## src/rtl/imm_ext_pkg.sv

```systemverilog
// Shared constants for the immediate-extension pipeline.
// Mode encodings and the output FIFO depth.
package imm_ext_pkg;

    localparam logic [1:0] MODE_SIGN  = 2'b00;
    localparam logic [1:0] MODE_ZERO  = 2'b01;
    localparam logic [1:0] MODE_UPPER = 2'b10;
    localparam logic [1:0] MODE_RSVD  = 2'b11;

    localparam int FIFO_DEPTH = 2;

endpackage

```

## src/rtl/imm_ext_comb.sv

```systemverilog
// Pure combinational immediate extension (sign / zero / upper).
// Upper mode exists only when IMM_EXT_UPPER_EN is defined.
module imm_ext_comb #(
    parameter int IN_W  = 16,
    parameter int OUT_W = 32
) (
    input  logic [IN_W-1:0]  in_data,
    input  logic [1:0]       in_mode,
    output logic [OUT_W-1:0] data,
    output logic             err
);
    import imm_ext_pkg::*;

    logic [OUT_W-1:0] sext;
    logic [OUT_W-1:0] zext;
`ifdef IMM_EXT_UPPER_EN
    logic [OUT_W-1:0] uext;
`endif

    generate
        if (OUT_W > IN_W) begin : g_wide
            assign sext = {{(OUT_W-IN_W){in_data[IN_W-1]}}, in_data};
            assign zext = {{(OUT_W-IN_W){1'b0}}, in_data};
`ifdef IMM_EXT_UPPER_EN
            assign uext = {in_data, {(OUT_W-IN_W){1'b0}}};
`endif
        end else begin : g_same
            assign sext = in_data;
            assign zext = in_data;
`ifdef IMM_EXT_UPPER_EN
            assign uext = in_data;
`endif
        end
    endgenerate

    // Select the extension; unknown modes fall back to zero-extend and flag err
    always_comb begin
        data = zext;
        err  = 1'b0;
        case (in_mode)
            MODE_SIGN: data = sext;
            MODE_ZERO: data = zext;
`ifdef IMM_EXT_UPPER_EN
            MODE_UPPER: data = uext;
`else
            MODE_UPPER: err = 1'b1;
`endif
            default: err = 1'b1;
        endcase
    end

endmodule

```

## src/rtl/imm_ext_pipe.sv

```systemverilog
// Immediate extension with a 2-entry output FIFO and transfer counter.
// Optional upper mode: define IMM_EXT_UPPER_EN.
module imm_ext_pipe #(
    parameter int IN_W  = 16,
    parameter int OUT_W = 32
) (
    input  logic             clk,
    input  logic             rst_n,
    input  logic             in_valid,
    output logic             in_ready,
    input  logic [IN_W-1:0]  in_data,
    input  logic [1:0]       in_mode,
    output logic             out_valid,
    input  logic             out_ready,
    output logic [OUT_W-1:0] out_data,
    output logic             out_err,
    output logic [15:0]      xfer_cnt
);
    import imm_ext_pkg::*;

    logic [OUT_W-1:0] ext_data;
    logic             ext_err;

    logic [OUT_W-1:0] mem_data [FIFO_DEPTH];
    logic             mem_err  [FIFO_DEPTH];
    logic             wr_ptr;
    logic             rd_ptr;
    logic [1:0]       count;
    logic [15:0]      cnt_q;
    logic             push;
    logic             pop;

    imm_ext_comb #(
        .IN_W  (IN_W),
        .OUT_W (OUT_W)
    ) u_comb (
        .in_data (in_data),
        .in_mode (in_mode),
        .data    (ext_data),
        .err     (ext_err)
    );

    assign in_ready  = (count < 2'(FIFO_DEPTH));
    assign out_valid = (count != 2'd0);
    assign push      = in_valid && in_ready;
    assign pop       = out_valid && out_ready;
    assign out_data  = out_valid ? mem_data[rd_ptr] : '0;
    assign out_err   = out_valid ? mem_err[rd_ptr] : 1'b0;
    assign xfer_cnt  = cnt_q;

    // Store the result computed on the accepting cycle
    always_ff @(posedge clk) begin
        if (push) begin
            mem_data[wr_ptr] <= ext_data;
            mem_err[wr_ptr]  <= ext_err;
        end
    end

    // Pointers, occupancy and saturating transfer count
    always_ff @(posedge clk) begin
        if (!rst_n) begin
            wr_ptr <= 1'b0;
            rd_ptr <= 1'b0;
            count  <= 2'd0;
            cnt_q  <= 16'd0;
        end else begin
            if (push) wr_ptr <= ~wr_ptr;
            if (pop)  rd_ptr <= ~rd_ptr;
            case ({push, pop})
                2'b10:   count <= count + 2'd1;
                2'b01:   count <= count - 2'd1;
                default: count <= count;
            endcase
            if (pop && cnt_q != 16'hFFFF) cnt_q <= cnt_q + 16'd1;
        end
    end

endmodule

```

## config.mk

```make
export PLATFORM = sky130hd
export DESIGN_NAME = imm_ext_pipe
export DESIGN_NICKNAME = d
export VERILOG_FILES = /design/src/rtl/imm_ext_pkg.sv /design/src/rtl/imm_ext_comb.sv /design/src/rtl/imm_ext_pipe.sv
export SDC_FILE = /design/constraint.sdc
export NUM_CORES = 1
export LEC_CHECK = 0
export BUFFER_PORTS_ARGS = -buffer_cell sky130_fd_sc_hd__buf_2
export CAP_MARGIN = 5
export CORE_UTILIZATION = 45
export CTS_BUF_LIST = sky130_fd_sc_hd__clkbuf_4 sky130_fd_sc_hd__clkbuf_8
export DETAILED_ROUTE_END_ITERATION = 8
export HOLD_SLACK_MARGIN = 0.05
export PLACE_DENSITY = 0.71
export SYNTH_ARGS = -nofsm -noshare
export SYNTH_HDL_FRONTEND = slang
export SYNTH_SLANG_ARGS = --single-unit
```

## constraint.sdc

```tcl
create_clock -name clk -period 2.9 [get_ports clk]
set_input_delay 0.87 -clock clk [delete_from_list [all_inputs] [get_ports clk]]
set_output_delay 0.87 -clock clk [all_outputs]
set_load 0.005 [all_outputs]
```

==> run_summary.xml <==
<?xml version="1.0" encoding="UTF-8"?>
<metrics>
  <group name="outcome">
    <metric name="outcome" unit="">finished clean</metric>
  </group>
  <group name="timing">
    <metric name="drv_slew" unit="">0</metric>
    <metric name="final_hold_viol_count" unit="">0</metric>
    <metric name="timing.fmax" unit="MHz">391</metric>
    <metric name="report.final.setup_viol" unit="">0</metric>
    <metric name="timing.slew.headroom" unit="%">51.8</metric>
    <metric name="grt_setup_unrepaired" unit="">false</metric>
    <metric name="timing.clock.skew" unit="ns">0.00509</metric>
    <metric name="period_share" unit="%">88.2</metric>
    <metric name="tightest_pin_transition" unit="ns">0.721</metric>
    <metric name="fin_crit" unit="ns">2.56</metric>
    <metric name="final.setup.tns" unit="ns">0</metric>
  </group>
  <group name="finish">
    <metric name="final_core_utilization" unit="%">57.4</metric>
    <metric name="n_antenna_cell" unit="">0</metric>
    <metric name="syn2layout_area_growth" unit="%">22.9</metric>
    <metric name="nFillCells" unit="">458</metric>
    <metric name="number_of_nets_in_the_finished_design" unit="">305</metric>
    <metric name="drive_above_1_share" unit="%">35.0</metric>
  </group>
  <group name="placed_design">
    <metric name="place.port_buffers" unit="">72</metric>
    <metric name="globalplace.congestion" unit="">0.760</metric>
    <metric name="hpwl" unit="µm">3210</metric>
  </group>
  <group name="pwr">
    <metric name="pwr_density_cell" unit="nW/µm²">838</metric>
    <metric name="max-vdd-ir-drop" unit="µV">397</metric>
    <metric name="static-leakage-power" unit="nW">1.29</metric>
  </group>
  <group name="worst_setup_path">
    <metric name="crit_path_max_fanout" unit="">16</metric>
    <metric name="worst_path_arrival" unit="ns">1.69</metric>
    <metric name="setup.worst_path.start_class" unit="">flip-flop</metric>
    <metric name="crit_reg_reg_startpoint" unit="">xfer_cnt[0]</metric>
    <metric name="critPathLaunch" unit="">count[0]</metric>
    <metric name="worstRegToRegCells" unit="">5</metric>
    <metric name="crit_path_end" unit="">out_data[22]</metric>
    <metric name="rrSetupSlack" unit="ns">1.05</metric>
    <metric name="critPathKind" unit="">reg2out</metric>
    <metric name="critPathCaptureType" unit="">output port</metric>
    <metric name="crit-reg2reg-capture" unit="">xfer_cnt[8]</metric>
    <metric name="worstPathRequired" unit="ns">2.03</metric>
  </group>
  <group name="global_route">
    <metric name="grt.overflow.total" unit="">0</metric>
    <metric name="gr-usage-all-layers" unit="%">17.0</metric>
    <metric name="antenna_found_initial" unit="">0</metric>
    <metric name="vias_in_the_first_global_route" unit="">1612</metric>
    <metric name="grt_pass1_wl" unit="µm">7680</metric>
    <metric name="grt_max_degree" unit="">29</metric>
  </group>
  <group name="clock_network">
    <metric name="cts_resized" unit="">0</metric>
    <metric name="post-cts-setup-buffers" unit="">0</metric>
    <metric name="clk_transition_reported_paths" unit="ns">0.06</metric>
    <metric name="htree_levels" unit="">3</metric>
    <metric name="clk_path_buf_depth" unit="">2</metric>
    <metric name="cts_buffers" unit="">9</metric>
    <metric name="cts.hold.buffers_added" unit="">0</metric>
    <metric name="cts_tree" unit="">done</metric>
    <metric name="clk_root_buffer_cell" unit="">clkbuf_8</metric>
    <metric name="clk-insertion-delay-late" unit="ns">0.33</metric>
    <metric name="cts_num_sinks" unit="">57</metric>
  </group>
  <group name="yosys">
    <metric name="post_synth_inst_count" unit="">216</metric>
    <metric name="yosys_warnings" unit="">0</metric>
    <metric name="synth.avg_cell_area" unit="µm²">11.8</metric>
    <metric name="synth_top_cells_by_count" unit="">edfxtp_1 (36), mux2i_1 (23), nor2_1 (23)</metric>
    <metric name="most_repeated_cell_in_the_gate_level_netlist_after_synthesis" unit="">edfxtp_1</metric>
    <metric name="sequential_area_share_after_synthesis" unit="%">58.8</metric>
    <metric name="number_of_distinct_library_cells_after_synthesis" unit="">37</metric>
    <metric name="postSynthRegisterBits" unit="">57</metric>
    <metric name="synth_largest_type_area_fraction" unit="%">42.3</metric>
    <metric name="synthesis.area" unit="µm²">2550</metric>
    <metric name="synth_enable_flop_cells" unit="">36</metric>
    <metric name="synth_largest_area_cell" unit="">edfxtp_1</metric>
    <metric name="syn_nets" unit="">240</metric>
    <metric name="async_set_or_reset_flop_fraction_in_the_synthesized_netlist" unit="%">0</metric>
    <metric name="ys_top_cells_by_area" unit="">edfxtp_1 (42%), dfxtp_1 (16%), mux2i_1 (9.0%), buf_4 (4.4%), nor2_1 (3.4%)</metric>
    <metric name="ys.flop_type" unit="">edfxtp_1</metric>
  </group>
  <group name="floorplan">
    <metric name="start_util" unit="%">46.7</metric>
    <metric name="fp.dieH" unit="µm">77.4</metric>
    <metric name="die_area" unit="µm²">5980</metric>
    <metric name="ioPinCount" unit="">73</metric>
    <metric name="fp.coreArea" unit="µm²">5470</metric>
    <metric name="placementRows" unit="">27</metric>
    <metric name="die_width" unit="µm">77.4</metric>
  </group>
  <group name="routing">
    <metric name="wirelength" unit="µm">4660</metric>
    <metric name="detailedRoute.firstPassIterationCount" unit="">4</metric>
    <metric name="antenna_violating_nets_post_route" unit="">0</metric>
    <metric name="drc" unit="">0</metric>
    <metric name="route.vias.total" unit="">1784</metric>
    <metric name="drt_iter0_markers" unit="">70</metric>
    <metric name="routed_via_density" unit="">4.98</metric>
    <metric name="wl_per_cell" unit="µm">13.0</metric>
  </group>
  <group name="run">
    <metric name="max_cap_violations" unit="">0</metric>
  </group>
  <group name="min_path">
    <metric name="min_path_type" unit="">reg2reg</metric>
  </group>
</metrics>
-- how the worst min path moves through the flow --
stage | from | end | slack, ns | cells past startpoint
after floorplan | xfer_cnt[11] | xfer_cnt[11] | 0.48 | 2
after global placement | xfer_cnt[11] | xfer_cnt[11] | 0.48 | 2
after detailed placement | xfer_cnt[11] | xfer_cnt[11] | 0.49 | 2
after CTS | xfer_cnt[11] | xfer_cnt[11] | 0.50 | 2
after global routing | xfer_cnt[11] | xfer_cnt[11] | 0.53 | 2
final | xfer_cnt[11] | xfer_cnt[11] | 0.50 | 2
-- critical path, stage by stage, from the launching register on --
cell     delay, ns
dfxtp_1       0.44
nor2_1        0.11
nor2_1        0.58
buf_2         0.24
-- registers in the layout (all words and copies together), names as in the netlist, named ones only --
register and count:
xfer_cnt 16, mem_data 34, mem_err 2, count 2, wr_ptr 1, rd_ptr 1
-- final cells by class --
cell class              instances  area (µm²)  area share, %
flip-flops and latches         57        1500           47.8
multi-input cells             132         896           28.5
repair buffers                 76         390           12.4
clock buffers                   9         124           3.95
clock inverters                 7         119           3.79
well taps                      72        90.1           2.87
inverters                       5        18.8          0.598
-- per-layer routing --
| layer | track usage [%] | up-vias | part of all wire (%) |
|---|---|---|---|
| met2 | 27.7 | 59 | 47 |
| met1 | 20.6 | 810 | 45 |
| met5 | 0 | - | 0 |
| li1 | - | 911 | - |
| met3 | 6.71 | 4 | 6.2 |
| met4 | 5.66 | 0 | 0.82 |
-- report_power, final --
group | internal [mW] | leakage (nW) | switching [mW]
Clock | 0.570 | 0.117 | 0.316
Combinational | 0.331 | 0.668 | 0.374
Sequential | 0.986 | 0.507 | 0.0535
Total | 1.89 | 1.29 | 0.744
-- kinds of logic (layout without fill, tap and decap cells) --
kind of cell	Yosys count	after routing	synth area share [%]
xor+xnor	4	4	1.37
compound gates	24	24	6.56
fa+ha+maj	2	2	0.979
flops	57	57	58.8
simple gates	79	79	17.0
buf+inv	27	97	6.27
mux	23	23	9.01
-- through the flow --
step,power [mW],instances,worst slack [ns],instance area (µm²),hold WS (ns)
final,2.63,358,0.342,3140,0.498
after global routing,2.78,358,0.150,3140,0.531
after CTS,2.66,358,0.320,3140,0.503
after detailed placement,1.77,342,0.696,2900,0.492
after global placement,1.76,342,0.749,2900,0.480
after floorplan,1.57,216,0.339,2550,0.482
-- layout by cell type (no fill, tap or decap), drive strengths merged, types with 2 or more instances in the layout --
master | synthesis | routed
or3 | 4 | 4
ha | 2 | 2
nor2 | 23 | 23
a31oi | 3 | 3
nand3 | 5 | 5
o21ai | 10 | 10
inv | 5 | 5
clkinv | 0 | 3
a21boi | 3 | 3
dfxtp | 21 | 21
or4 | 3 | 3
nor4 | 7 | 7
mux2i | 23 | 23
nand2b | 4 | 4
and3 | 2 | 2
and2 | 6 | 6
xnor2 | 4 | 4
nand2 | 12 | 12
buf | 17 | 76
nor3 | 4 | 4
edfxtp | 36 | 36
bufinv | 0 | 3
nand4 | 6 | 6
o211ai | 2 | 2
clkbuf | 5 | 9
o21a | 2 | 2
Power figures use the tool's default switching activity.
